`src/rtl/mem_arb_pkg.sv`:
```
// Shared types and constants for the two-port memory arbiter.
package mem_arb_pkg;

    // Access sequencer states.
    typedef enum logic [1:0] {
        IDLE,
        ACCESS,
        RESP
    } state_e;

    // Identifies which requester owns the current access.
    typedef enum logic {
        OWN_I,
        OWN_D
    } owner_e;

    localparam int unsigned DefaultDepth = 1024;

endpackage

```
`src/rtl/rr_arb2.sv`:
```
// Two-way round-robin picker: on a tie the port not granted last wins.
module rr_arb2
    import mem_arb_pkg::*;
(
    input  logic   req_fetch_i,
    input  logic   req_data_i,
    input  owner_e last_owner_i,
    output owner_e winner_o
);

    // Pick the winner. When there is no request the result is unused.
    always_comb begin
        winner_o = OWN_I;
        if (req_fetch_i && req_data_i) begin
            winner_o = (last_owner_i == OWN_D) ? OWN_I : OWN_D;
        end else if (req_data_i) begin
            winner_o = OWN_D;
        end
    end

endmodule

```
`src/rtl/mem_arbiter.sv`:
```
// Arbitrates an instruction-fetch port and a data port onto one memory.
// Each access takes ACCESS (grant, memory strobe) then RESP (rvalid).
module mem_arbiter
    import mem_arb_pkg::*;
#(
    parameter int unsigned DATA_W = 32,
    parameter int unsigned ADDR_W = 32,
    parameter int unsigned DEPTH  = DefaultDepth
) (
    input  logic              clk,
    input  logic              rst_n,
    input  logic              i_req,
    input  logic [ADDR_W-1:0] i_addr,
    output logic              i_gnt,
    output logic              i_rvalid,
    output logic              i_err,
    output logic [DATA_W-1:0] i_rdata,
    input  logic              d_req,
    input  logic              d_we,
    input  logic [ADDR_W-1:0] d_addr,
    input  logic [DATA_W-1:0] d_wdata,
    output logic              d_gnt,
    output logic              d_rvalid,
    output logic              d_err,
    output logic [DATA_W-1:0] d_rdata,
    output logic [ADDR_W-1:0] mem_address,
    output logic [DATA_W-1:0] mem_writedata,
    output logic              mem_writemem,
    output logic              mem_readmem,
    input  logic [DATA_W-1:0] mem_readmem_out
);

    // One extra bit so DEPTH is representable even when it equals 2**ADDR_W.
    localparam logic [ADDR_W:0] DepthW = (ADDR_W + 1)'(DEPTH);

    state_e            state_q, state_d;
    owner_e            owner_q, owner_d;
    owner_e            last_owner_q, last_owner_d;
    owner_e            winner;
    logic [ADDR_W-1:0] addr_q, addr_d;
    logic [DATA_W-1:0] wdata_q, wdata_d;
    logic [DATA_W-1:0] rdata_q, rdata_d;
    logic              we_q, we_d;
    logic              in_range;

    rr_arb2 u_rr_arb2 (
        .req_fetch_i  (i_req),
        .req_data_i   (d_req),
        .last_owner_i (last_owner_q),
        .winner_o     (winner)
    );

    assign in_range = ({1'b0, addr_q} < DepthW);

    // Next-state: accept a request from IDLE/RESP, capture read data in ACCESS.
    always_comb begin
        state_d      = state_q;
        owner_d      = owner_q;
        last_owner_d = last_owner_q;
        addr_d       = addr_q;
        wdata_d      = wdata_q;
        we_d         = we_q;
        rdata_d      = rdata_q;
        case (state_q)
            IDLE, RESP: begin
                if (i_req || d_req) begin
                    state_d      = ACCESS;
                    owner_d      = winner;
                    last_owner_d = winner;
                    if (winner == OWN_I) begin
                        // Fetch port is read-only.
                        addr_d  = i_addr;
                        wdata_d = '0;
                        we_d    = 1'b0;
                    end else begin
                        addr_d  = d_addr;
                        wdata_d = d_wdata;
                        we_d    = d_we;
                    end
                end else begin
                    state_d = IDLE;
                end
            end
            ACCESS: begin
                state_d = RESP;
                rdata_d = (in_range && !we_q) ? mem_readmem_out : '0;
            end
            default: state_d = IDLE;
        endcase
    end

    // Moore outputs: grant and memory strobes in ACCESS, response in RESP.
    always_comb begin
        i_gnt         = 1'b0;
        d_gnt         = 1'b0;
        i_rvalid      = 1'b0;
        d_rvalid      = 1'b0;
        i_err         = 1'b0;
        d_err         = 1'b0;
        i_rdata       = '0;
        d_rdata       = '0;
        mem_address   = '0;
        mem_writedata = '0;
        mem_writemem  = 1'b0;
        mem_readmem   = 1'b0;
        if (state_q == ACCESS) begin
            i_gnt         = (owner_q == OWN_I);
            d_gnt         = (owner_q == OWN_D);
            mem_address   = addr_q;
            mem_writedata = wdata_q;
            mem_writemem  = in_range && we_q;
            mem_readmem   = in_range && !we_q;
        end else if (state_q == RESP) begin
            if (owner_q == OWN_I) begin
                i_rvalid = 1'b1;
                i_err    = !in_range;
                i_rdata  = rdata_q;
            end else begin
                d_rvalid = 1'b1;
                d_err    = !in_range;
                d_rdata  = rdata_q;
            end
        end
    end

    // State registers; async reset clears state so every output drops at once.
    always_ff @(posedge clk or negedge rst_n) begin
        if (!rst_n) begin
            state_q      <= IDLE;
            owner_q      <= OWN_I;
            last_owner_q <= OWN_D;
            addr_q       <= '0;
            wdata_q      <= '0;
            rdata_q      <= '0;
            we_q         <= 1'b0;
        end else begin
            state_q      <= state_d;
            owner_q      <= owner_d;
            last_owner_q <= last_owner_d;
            addr_q       <= addr_d;
            wdata_q      <= wdata_d;
            rdata_q      <= rdata_d;
            we_q         <= we_d;
        end
    end

endmodule

```
`config.mk`:
```
export PLATFORM = sky130hd
export DESIGN_NAME = mem_arbiter
export DESIGN_NICKNAME = d
export VERILOG_FILES = /design/src/rtl/mem_arb_pkg.sv /design/src/rtl/rr_arb2.sv /design/src/rtl/mem_arbiter.sv
export SDC_FILE = /design/constraint.sdc
export NUM_CORES = 1
export LEC_CHECK = 0
export ABC_AREA = 1
export CORE_AREA = 5 5 190 100
export CTS_BUF_LIST = sky130_fd_sc_hd__clkbuf_8
export CTS_CLUSTER_DIAMETER = 50
export DETAILED_ROUTE_END_ITERATION = 7
export DIE_AREA = 0 0 195 105
export GPL_ROUTABILITY_DRIVEN = 0
export SYNTH_ARGS = -nofsm -noshare
export SYNTH_HDL_FRONTEND = slang
export SYNTH_SLANG_ARGS = --single-unit
```
`constraint.sdc`:
```
create_clock -name clk -period 3.7 [get_ports clk]
set_clock_uncertainty 0.05 [all_clocks]
set_input_delay 0.37 -clock clk [delete_from_list [all_inputs] [get_ports clk]]
set_output_delay 0.37 -clock clk [all_outputs]
set_load 0.03 [all_outputs]
```
== Word level (Yosys, flattened, before mapping) ==
Cells that the tools add are included.

* $lt $le $gt $ge: 1
* Equality and inequality tests: 2
* Muxes and demuxes: 33
* Bitwise logic cells: 1
* Reductions and logical operators: 9

{| class="wikitable"
|+ Operators by type and width
! kind !! count
|-
| two-way mux 32 bit || 11
|-
| less-than comparator 32 x 11 -> 1 bit, second input constant || 1
|-
| two-way mux 1 bit || 21
|-
| one-hot mux 2 bit (2 select lines) || 1
|-
| logical AND 1 bit || 3
|-
| equality test 2 x 1 -> 1 bit, second input constant || 1
|-
| equality test 2 bit, second input constant || 1
|-
| logical NOT 1 bit || 2
|-
| logical NOT 2 bit || 1
|-
| AND reduction 2 bit || 1
|-
| OR reduction 2 bit || 1
|-
| logical OR 1 bit || 1
|-
| inverter 1 bit || 1
|}

* Register bits after elaboration: 101
* Bits of input ports: 133
* Output and inout port bits: 136
* Logic and storage cells: 53

== Depth between registers and ports, before layout ==
* Word-level depth: 5
* Depth in mapped cells: 8
* Mapped depth without buffers: 8

== Hierarchy ==
A second synthesis with hierarchy kept.

* Cell total of the unflattened synthesis: 711
* Area total of the unflattened synthesis: 5173.7 um2

{| class="wikitable"
|+ By module, submodules not included
! module !! times used !! cells an instance !! area each (um2) !! sequential area each (um2)
|-
| mem_arbiter || 1 || 709 || 5161.2 || 2528.7
|-
| rr_arb2 || 1 || 2 || 12.5 || 0.0
|}

== Worst setup path after synthesis ==
No wires, ideal clock.

* Kind: register -> output
* From: reg state_q[0]
* To: out d_rdata[10]
* Arrival: 1618 ps
* Required time: 3280 ps
* Setup slack: 1662 ps
* Stages on the path, launching flop included: 7
* Buffers on the path: 1
* Cells stage by stage: dfrtp_1 > nor2_1 > inv_1 > nor2_2 > inv_2 > clkbuf_1 > nor2_1

* Longest elaborated chain between the ends: 3
* Elaborated cells on any way between the ends: 4
* Classes of those cells: eq/ne: 2; mux: 2

{| class="wikitable"
|+ Ends and longest elaborated chain
! element !! RTL line !! RTL
|-
| start, declared || mem_arbiter.sv:36 || <nowiki>state_e state_q, state_d;</nowiki>
|-
| start signal, assigned || mem_arbiter.sv:137 || <nowiki>state_q <= state_d;</nowiki>
|-
| equality test 2 bit || mem_arbiter.sv:113 || <nowiki>end else if (state_q == RESP) begin</nowiki>
|-
| two-way mux 32 bit || mem_arbiter.sv:113 ||
|-
| two-way mux 32 bit * || mem_arbiter.sv:106 || <nowiki>if (state_q == ACCESS) begin</nowiki>
|-
| end, declared || mem_arbiter.sv:25 || <nowiki>output logic [DATA_W-1:0] d_rdata,</nowiki>
|}

Every way passes the cells marked *; elsewhere a longest branch is shown, timed or not.

== Worst setup path in the final report ==
* From: reg state_q[0]
* To: out mem_readmem

* Longest elaborated chain between the ends: 2

{| class="wikitable"
|+ Ends and longest elaborated chain
! element !! RTL line !! RTL
|-
| equality test 2 x 1 -> 1 bit || mem_arbiter.sv:106 ||
|-
| two-way mux 1 bit || mem_arbiter.sv:106 ||
|-
| end, declared || mem_arbiter.sv:29 || <nowiki>output logic mem_readmem,</nowiki>
|}

Every way passes these cells.

==> metrics.yaml <==
sta:
  max_clock_freq_ghz: 0.318
  worst_pin_slew_ns: 0.956
  rsz0062_at_grt: "no"
  setup_viol: 0
  tns_ns: 0
  drv_slew: 0
  relSlewSlack: 0.362
  hold_viol: 9
  fin_crit_sh: 0.850
  finalHoldWorstSlack_ns: -0.0108
  fin_crit_ns: 3.15
logic_synthesis:
  syn_avg_cell_area_um2: 7.41
  yosys_warnings: 0
  synth_seq_area_share: 0.502
  syn_area_mm2: 0.00504
  synth_top_area_frac: 0.497
  yosysTopAreaCell: "dfrtp_1"
  ys_top_cells_by_area: "dfrtp_1, nor2_1, inv_1"
  netlist_instances: 680
  synth_seq_cells: 101
  yosysUniqueCellTypes: 18
  synth_fp_nets: 813
floorplan:
  core_area_mm2: 0.0171
  die_y_um: 105
  die_x_um: 195
  ioPinCount: 269
  fp-row-count: 34
  dieArea_mm2: 0.0205
  initial_core_util: 0.294
cts:
  cts_made_buffers: 9
  insertion_delay_ns: 0.37
  cts-htree-levels: 3
  cts.clk_slew.worst_paths_ns: 0.11
  numClockSinks: 101
  cts_tree: "yes"
  root_buffer: "clkbuf_8"
  cts_hold_buf: 0
  clockBufferDepth: 2
  postCtsSetupBuffers: 0
  cts-resized-gates: 0
worst_setup_path:
  cp_data_arrival_time_ns: 2.73
  cp.required_ns: 3.28
  end_kind: "output pin"
  critPathKind: "reg -> out"
  start_kind: "flop"
  worstPathMaxFanout: 33
route:
  drt_pass1_iterations: 4
  wl_per_cell_um: 15.9
  wl_mm: 18.4
  vias: 5160
  final_antenna_net_count: 0
  drtIter0Drc: 260
  viasPerCell: 4.44
  drc: 0
global_route:
  overflow: 0
  grt_pass1_vias: 5299
  grt_pass1_wl_mm: 29.4
  grt_usage: 0.176
  antenna_found_initial: 0
  grt_max_degree: 78
flow_run:
  max-cap-violations: 0
finish:
  drive_gt1_frac: 0.0399
  fillerInstances: 1713
  mostFrequentLayoutCell: "clkdlybuf4s50_1"
  diodes: 0
  area_growth_pct: 59.9
  fin_cells: 1161
  multiInputGateArea_mm2: 0.00189
  layout_common_cells: "clkdlybuf4s50_1, nor2_1, inv_1"
  seq_area_mm2: 0.00253
  layout.nets: 1056
placement:
  io_buffers: 268
  dp_hpwl_mm: 13.5
  dp.cells: 1146
outcome:
  status: "complete, but fails checks"
  failed_checks: "negative hold slack"
power:
  irDropWorstVdd_mv: 0.160
  power.density_mw_per_mm2: 364
  leakage_nw: 3.43
worst_hold_path:
  hold_path_class: "in -> async"
[metal layers]
metal,GRT usage,part of all wire,vias to the layer above
met3,0.0723,0.10,10
met2,0.260,0.41,192
met4,0.0239,0.0058,0
met5,0,0,-
li1,-,-,2589
met1,0.248,0.48,2369
[worst max-delay path, cell delays in order, from the launching register on]
cell and delay, ns:
dfrtp_1 0.46, inv_2 0.08, nor2_4 0.11, clkinv_2 0.35, nor2_8 0.54, inv_2 0.04
nor2_1 0.10, clkdlybuf4s50_1 0.67
[through the flow]
step	worst slack [ns]	hold slack, ns	util	power [W]	instance area, um^2
final	0.554	-0.0108	0.471	0.00293	8050
after global routing	0.314	0.0411	0.471	0.00311	8050
after CTS	0.466	0.0133	0.471	0.00298	8050
after detailed placement	0.879	0.417	0.461	0.00232	7890
after global placement	0.905	0.414	0.461	0.00232	7890
after floorplan	1.66	0.0244	-	0.00187	5040
[cells in the mapped netlist]
master    instances
o21ai_0          67
nand2_1          77
buf_2            15
buf_1             3
nor2_4            1
nand3_1          65
dfstp_2           1
nor2_8            1
nor2_2            4
o22ai_1          32
inv_2             6
inv_1           102
dfrtp_1         100
buf_4             3
clkbuf_1         21
nor2_1          178
buf_6             3
nand4_1           1
[kinds of logic (layout without fill, tap and decap cells)]
family	count (synthesis)	count (layout)	synth area share
and+or+nand+nor	327	327	0.267
buffers and inverters	153	400	0.124
DFF	101	101	0.502
AOI/OAI and AO/OA	99	99	0.106
[worst paths after layout]
check / startpoint / end / slack (ns) / cells after the start
worst max-delay path: state_q[0] / mem_readmem / 0.55 / 7
worst min register to register: rdata_q[14] / rdata_q[14] / 0.43 / 2
worst min-delay path: rst_n / addr_q[2] / -0.01 / 1
worst max register to register: state_q[0] / rdata_q[30] / 1.81 / 6
max in group asynchronous: rst_n / rdata_q[30] / 2.67 / 2
min in group clk: rdata_q[14] / rdata_q[14] / 0.43 / 2
[final cells by class]
type	count	share of cell area
inverter	108	0.0505
sequential	101	0.314
timing repair buffer	277	0.344
tap	234	0.0364
multi-input combinational	426	0.234
clock buffer	9	0.0154
clock inverter	6	0.00513
[power by group]
part           internal (W)  switching (W)
sequential          0.00124      0.0000559
combinational      0.000392       0.000597
clock              0.000243       0.000399
total               0.00188        0.00105
[registers in the layout, indices dropped and copies added (netlist names)]
register,cells
addr_q,32
we_q,1
rdata_q,32
state_q,2
owner_q,1
last_owner_q,1
wdata_q,32
Power figures use the tool's default switching activity.
